File: src/rtl/fft_stage2_if.sv
// Stream bundle between FFT stage 1, stage 2 and stage 3: two complex lanes in, two complex lanes out.
// in_valid-only stream with no backpressure; out_valid qualifies the output lanes, and out_first marks pair 0 of a frame.
interface fft_stage2_if #(
  parameter int WIDTH = 9
);
  logic                    in_valid;
  logic signed [WIDTH-1:0] in_up_re;
  logic signed [WIDTH-1:0] in_up_im;
  logic signed [WIDTH-1:0] in_l_re;
  logic signed [WIDTH-1:0] in_l_im;
  logic                    out_valid;
  logic                    out_first;
  logic signed [WIDTH-1:0] out_up_re;
  logic signed [WIDTH-1:0] out_up_im;
  logic signed [WIDTH-1:0] out_l_re;
  logic signed [WIDTH-1:0] out_l_im;
  logic                    drain_state;

  modport master (
    output in_valid, in_up_re, in_up_im, in_l_re, in_l_im,
    input  out_valid, out_first, out_up_re, out_up_im, out_l_re, out_l_im, drain_state
  );

  modport slave (
    input  in_valid, in_up_re, in_up_im, in_l_re, in_l_im,
    output out_valid, out_first, out_up_re, out_up_im, out_l_re, out_l_im, drain_state
  );
endinterface

File: src/rtl/fft_stage2.sv
// Stage 2 of the 32-point MDC FFT: pairs items 8 apart per lane, applies a butterfly and a W16^n twiddle,
// and emits the lane-A pairs followed by the lane-B pairs.
module fft_stage2 #(
  parameter int WIDTH = 9
) (
  input  logic         clk,
  input  logic         rst_n,
  fft_stage2_if.slave  io
);
  localparam int PW = 2 * WIDTH + 3;
  localparam logic [0:0] DR_IDLE = 1'b0;
  localparam logic [0:0] DR_RUN  = 1'b1;

  logic [3:0] in_cnt;
  logic [2:0] dr_cnt;
  logic [0:0] dr_state;

  logic signed [WIDTH-1:0] a_re [8];
  logic signed [WIDTH-1:0] a_im [8];
  logic signed [WIDTH-1:0] bl_re [8];
  logic signed [WIDTH-1:0] bl_im [8];
  logic signed [WIDTH-1:0] bh_re [8];
  logic signed [WIDTH-1:0] bh_im [8];

  logic                    out_valid_q, out_first_q;
  logic signed [WIDTH-1:0] out_up_re_q, out_up_im_q, out_l_re_q, out_l_im_q;

  logic                    a_fire, b_fire;
  logic signed [WIDTH-1:0] x_re, x_im, y_re, y_im;
  logic [2:0]              tw_idx;
  logic signed [8:0]       w_re, w_im;
  logic signed [WIDTH:0]   s_re, s_im, d_re, d_im;
  logic signed [PW-1:0]    p_re, p_im;
  logic                    unused_bits;

  // The A half goes out as soon as its second item arrives; the B drain starts only once item 15 is in.
  assign a_fire = io.in_valid && in_cnt[3];
  assign b_fire = (dr_state == DR_RUN);

  always_comb begin
    x_re   = bl_re[dr_cnt];
    x_im   = bl_im[dr_cnt];
    y_re   = bh_re[dr_cnt];
    y_im   = bh_im[dr_cnt];
    tw_idx = dr_cnt;
    if (a_fire) begin
      x_re   = a_re[in_cnt[2:0]];
      x_im   = a_im[in_cnt[2:0]];
      y_re   = io.in_up_re;
      y_im   = io.in_up_im;
      tw_idx = in_cnt[2:0];
    end
  end

  // W16^n in Q1.7
  always_comb begin
    w_re = 9'sd128;
    w_im = 9'sd0;
    case (tw_idx)
      3'd0: begin w_re =  9'sd128; w_im =  9'sd0;   end
      3'd1: begin w_re =  9'sd118; w_im = -9'sd49;  end
      3'd2: begin w_re =  9'sd91;  w_im = -9'sd91;  end
      3'd3: begin w_re =  9'sd49;  w_im = -9'sd118; end
      3'd4: begin w_re =  9'sd0;   w_im = -9'sd128; end
      3'd5: begin w_re = -9'sd49;  w_im = -9'sd118; end
      3'd6: begin w_re = -9'sd91;  w_im = -9'sd91;  end
      3'd7: begin w_re = -9'sd118; w_im = -9'sd49;  end
      default: begin w_re = 9'sd128; w_im = 9'sd0; end
    endcase
  end

  assign s_re = (WIDTH+1)'(x_re) + (WIDTH+1)'(y_re);
  assign s_im = (WIDTH+1)'(x_im) + (WIDTH+1)'(y_im);
  assign d_re = (WIDTH+1)'(x_re) - (WIDTH+1)'(y_re);
  assign d_im = (WIDTH+1)'(x_im) - (WIDTH+1)'(y_im);

  assign p_re = PW'(d_re) * PW'(w_re) - PW'(d_im) * PW'(w_im);
  assign p_im = PW'(d_re) * PW'(w_im) + PW'(d_im) * PW'(w_re);

  assign unused_bits = ^{s_re[WIDTH], s_im[WIDTH], p_re[6:0], p_im[6:0],
                         p_re[PW-1:WIDTH+7], p_im[PW-1:WIDTH+7]};

  always_ff @(posedge clk or negedge rst_n) begin
    if (!rst_n) begin
      in_cnt      <= '0;
      dr_cnt      <= '0;
      dr_state    <= DR_IDLE;
      out_valid_q <= 1'b0;
      out_first_q <= 1'b0;
      out_up_re_q <= '0;
      out_up_im_q <= '0;
      out_l_re_q  <= '0;
      out_l_im_q  <= '0;
      for (int i = 0; i < 8; i++) begin
        a_re[i]  <= '0;
        a_im[i]  <= '0;
        bl_re[i] <= '0;
        bl_im[i] <= '0;
        bh_re[i] <= '0;
        bh_im[i] <= '0;
      end
    end else begin
      // A drop of in_valid mid-frame returns the counter to 0, aborting the frame.
      if (io.in_valid) in_cnt <= in_cnt + 4'd1;
      else             in_cnt <= '0;

      if (io.in_valid) begin
        if (!in_cnt[3]) begin
          a_re[in_cnt[2:0]]  <= io.in_up_re;
          a_im[in_cnt[2:0]]  <= io.in_up_im;
          bl_re[in_cnt[2:0]] <= io.in_l_re;
          bl_im[in_cnt[2:0]] <= io.in_l_im;
        end else begin
          bh_re[in_cnt[2:0]] <= io.in_l_re;
          bh_im[in_cnt[2:0]] <= io.in_l_im;
        end
      end

      if (dr_state == DR_RUN) begin
        dr_cnt <= dr_cnt + 3'd1;
        if (dr_cnt == 3'd7) dr_state <= DR_IDLE;
      end
      if (io.in_valid && in_cnt == 4'd15) begin
        dr_state <= DR_RUN;
        dr_cnt   <= '0;
      end

      out_valid_q <= a_fire || b_fire;
      out_first_q <= a_fire && (in_cnt[2:0] == 3'd0);
      if (a_fire || b_fire) begin
        out_up_re_q <= s_re[WIDTH-1:0];
        out_up_im_q <= s_im[WIDTH-1:0];
        out_l_re_q  <= p_re[WIDTH+6:7];
        out_l_im_q  <= p_im[WIDTH+6:7];
      end
    end
  end

  assign io.out_valid   = out_valid_q;
  assign io.out_first   = out_first_q;
  assign io.out_up_re   = out_up_re_q;
  assign io.out_up_im   = out_up_im_q;
  assign io.out_l_re    = out_l_re_q;
  assign io.out_l_im    = out_l_im_q;
  assign io.drain_state = dr_state;
endmodule

File: src/flat_wrapper.sv
// flat-port wrapper written by rule: the top's interface ports become plain ports
module fft_stage2_flat 
#(
  parameter int WIDTH = 9
)
  (clk, rst_n, io_in_valid, io_in_up_re, io_in_up_im, io_in_l_re, io_in_l_im, io_out_valid, io_out_first, io_out_up_re, io_out_up_im, io_out_l_re, io_out_l_im, io_drain_state);
  fft_stage2_if #(.WIDTH(WIDTH)) io_i ();
  input  logic clk;
  input  logic rst_n;
  input wire logic [$bits(io_i.in_valid)-1:0] io_in_valid;
  input wire logic [$bits(io_i.in_up_re)-1:0] io_in_up_re;
  input wire logic [$bits(io_i.in_up_im)-1:0] io_in_up_im;
  input wire logic [$bits(io_i.in_l_re)-1:0] io_in_l_re;
  input wire logic [$bits(io_i.in_l_im)-1:0] io_in_l_im;
  output wire logic [$bits(io_i.out_valid)-1:0] io_out_valid;
  output wire logic [$bits(io_i.out_first)-1:0] io_out_first;
  output wire logic [$bits(io_i.out_up_re)-1:0] io_out_up_re;
  output wire logic [$bits(io_i.out_up_im)-1:0] io_out_up_im;
  output wire logic [$bits(io_i.out_l_re)-1:0] io_out_l_re;
  output wire logic [$bits(io_i.out_l_im)-1:0] io_out_l_im;
  output wire logic [$bits(io_i.drain_state)-1:0] io_drain_state;
  assign io_i.in_valid = io_in_valid;
  assign io_i.in_up_re = io_in_up_re;
  assign io_i.in_up_im = io_in_up_im;
  assign io_i.in_l_re = io_in_l_re;
  assign io_i.in_l_im = io_in_l_im;
  assign io_out_valid = io_i.out_valid;
  assign io_out_first = io_i.out_first;
  assign io_out_up_re = io_i.out_up_re;
  assign io_out_up_im = io_i.out_up_im;
  assign io_out_l_re = io_i.out_l_re;
  assign io_out_l_im = io_i.out_l_im;
  assign io_drain_state = io_i.drain_state;
  fft_stage2 #(.WIDTH(WIDTH)) u_core (.clk(clk), .rst_n(rst_n), .io(io_i));
endmodule
File: config.mk
export PLATFORM = sky130hd
export DESIGN_NAME = fft_stage2_flat
export DESIGN_NICKNAME = d
export VERILOG_FILES = /design/src/rtl/fft_stage2_if.sv /design/src/rtl/fft_stage2.sv /design/src/flat_wrapper.sv
export SDC_FILE = /design/constraint.sdc
export NUM_CORES = 2
export LEC_CHECK = 0
export CAP_MARGIN = 10
export CORE_MARGIN = 2
export CORE_UTILIZATION = 60
export CTS_BUF_LIST = sky130_fd_sc_hd__clkbuf_4
export CTS_CLUSTER_SIZE = 10
export DETAILED_ROUTE_END_ITERATION = 12
export PLACE_DENSITY = 0.77
export SLEW_MARGIN = 20
export SYNTH_ARGS = -nofsm -noshare
export SYNTH_HDL_FRONTEND = slang
export SYNTH_SLANG_ARGS = --single-unit
File: constraint.sdc
create_clock -name clk -period 12.9 [get_ports clk]
set_input_delay 1.935 -clock clk [delete_from_list [all_inputs] [get_ports clk]]
set_output_delay 1.935 -clock clk [all_outputs]
set_load 0.05 [all_outputs]
==> impl_metrics.yaml <==
die:
  core-area_sq_um: 55420
  dieArea_sq_um: 58180
  ios: 78
  fp.dieW_microns: 241.2
  start_util: 0.6092
  num_rows: 86
  chipHeight_microns: 241.2
route:
  detailedRoute.firstPassIterationCount: 7
  wl_met2_microns: 42320
  remaining_drc_errors: 0
  wl_per_cell_microns: 23.02
  ant_nets: 0
  maxUsedRoutingLayer: "met5"
  wl_met1_microns: 35190
  dr.first_iter.drc_count: 1705
  vias: 22750
  wl_met3_microns: 6065
  viasPerCell: 5.956
  totalWireLength_microns: 87900
timing:
  period_minus_slack_ps: 10580
  finalSetupViolations: 0
  rsz0062_at_grt: "false"
  fin_hold_ws_ps: 479.1
  setup_slack_ps: 2321
  finalHoldViolations: 0
  period_share: 0.8201
  fin_tns_setup_ps: 0
  finalMaxSlewViolations: 0
  relSlewSlack: 0.1834
  worst_pin_slew_ps: 1221
  fmax_mhz: 94.53
  finClkSkew_ps: 63.13
logic_synthesis:
  avgSynthCellArea_sq_um: 11.73
  synth-seq-cells: 478
  synth_seq_area_share: 0.3543
  synth.distinct_cells: 65
  syn-num-nets: 3390
  postSynth.asyncResetShare: 1.000
  ys_warn_count: 0
  netlist_area_sq_um: 33760
  netlist_instances: 2877
  ys.flop_type: "dfrtp_1"
  synth_edf_count: 0
clocking:
  cts_setup_buffers: 0
  cts_root_buf: "clkbuf_4"
  htreeDepth: 4
  holdBufCountCts: 0
  cts_resized: 0
  cts_buffer_depth: 3
  clock_latency_ps: 990
  clkTransAtPathRegs_ps: 60
  cts_tree: "built"
  clock-sinks: 478
  numCtsBuffers: 130
placement:
  dp_hpwl_microns: 61900
  port_buffers: 77
  dp_worst_setup_slack_ps: 1509
  place_congestion: 0.9217
grt:
  grtUsageTotal: 0.3181
  grt_max_degree: 191
  grt_pass1_wl_microns: 137900
  antenna_found_initial: 3
  grt_pass1_vias: 24530
  grt_overflow: 0
worst_setup_path:
  required_ps: 13790
  cp_max_fo: 18
  cp_slowest_stage_delay_ps: 680
  cpMostUsedCell: "fa_1"
  cpMaxStageDelayCell: "clkdlybuf4s50_1"
  cp-end-kind: "flop"
  cp-start-kind: "input pin"
  arrival_ps: 11460
  critPathKind: "input pin to flop"
finish:
  final_common_cell: "dfrtp_1"
  drive_above_1_share: 0.2620
  fin_nets: 3498
  area_growth_pct: 9.639
  layout_common_cells: "475 x dfrtp_1, 436 x mux2_2, 376 x inv_1"
worst_hold_path:
  hold_path_class: "flop to flop"
job:
  drv_cap: 0
run_status:
  outcome: "finished, final reports clean"
-- layer usage --
| metal | GRT usage | vias up |
|---|---|---|
| met3 | 0.06632 | 202 |
| met5 | 0 | - |
| met1 | 0.4077 | 11860 |
| met2 | 0.5132 | 814 |
| li1 | - | 9863 |
| met4 | 0.1691 | 4 |
-- metrics by stage --
| step | instance area, sq um | instances | util |
|---|---|---|---|
| 2_1_floorplan | 33760 | 2877 | - |
| 3_3_place_gp | 35350 | 3600 | 0.6379 |
| 3_5_place_dp | 35360 | 3600 | 0.6380 |
| 4_1_cts | 36980 | 3816 | 0.6673 |
| 5_1_grt | 37010 | 3818 | 0.6679 |
| 6_report | 37020 | 3819 | 0.6680 |
-- registers in the layout, indices dropped and copies added (netlist names), 72 cells and up --
signal / count
u_core.a_re: 72
u_core.bl_re: 72
u_core.bh_re: 72
u_core.bl_im: 72
u_core.bh_im: 72
u_core.a_im: 72
-- area by class of cell --
class,count,area [sq um]
Multi-Input combinational cell,1865,19820
Tap cell,748,935.9
Fill cell,4052,18400
Timing Repair Buffer,131,1239
Clock buffer,187,1404
Antenna cell,2,5.005
Sequential cell,478,11970
Clock inverter,29,219.0
Inverter,379,1423
-- cell families (layout without fill, tap and decap cells) --
group	count (synthesis)	after routing	share of synthesized area
buffers and inverters	534	726	0.06048
AO/OA/AOI/OAI	260	260	0.05411
adder cells (fa/ha/maj)	474	474	0.2366
multiplexers	536	536	0.2020
AND/OR/NAND/NOR	488	488	0.06274
XOR/XNOR	107	107	0.02976
flip-flops	478	478	0.3543
other	0	2	0
-- worst max-delay path: cells and delay by family --
kind | cells | cell delay, ps
compound gates | 10 | 1930
xor+xnor | 2 | 750
fa+ha+maj | 9 | 4050
buf+inv | 7 | 1300
simple gates | 6 | 1480
-- cells in the mapped netlist (all sizes together) (25+ instances only) --
cell | number | area [sq um]
dfrtp | 478 | 11960
mux2 | 437 | 4925
inv | 377 | 1415
fa | 274 | 5485
ha | 200 | 2502
nor2 | 199 | 752.0
nand2 | 176 | 668.1
clkbuf | 125 | 470.5
xnor2 | 84 | 735.7
mux4 | 72 | 1622
a21oi | 56 | 284.0
and2 | 40 | 250.2
o21ai | 35 | 182.7
buf | 30 | 148.9
mux2i | 27 | 274.0
a21o | 25 | 187.7
a221oi | 25 | 219.0
a22o | 25 | 219.0
-- path summary, 6_finish.rpt --
check	startpoint	to	slack, ps	cells past startpoint
hold / removal	u_core.io.out_up_im[2]	u_core.io.out_up_im[2]	480	2
setup reg to reg	u_core.dr_cnt[0]	u_core.io.out_l_im[8]	2560	33
max in group asynchronous	rst_n	u_core.a_re[50]	9500	4
hold reg to reg	u_core.io.out_up_im[2]	u_core.io.out_up_im[2]	480	2
min in group asynchronous	rst_n	u_core.bh_im[1]	1080	1
setup / recovery	io_in_valid	u_core.io.out_l_im[8]	2320	34
Power is left out: the tool's default activity adds up to more than one toggle a clock period on the data nets, which glitch-free logic cannot reach.
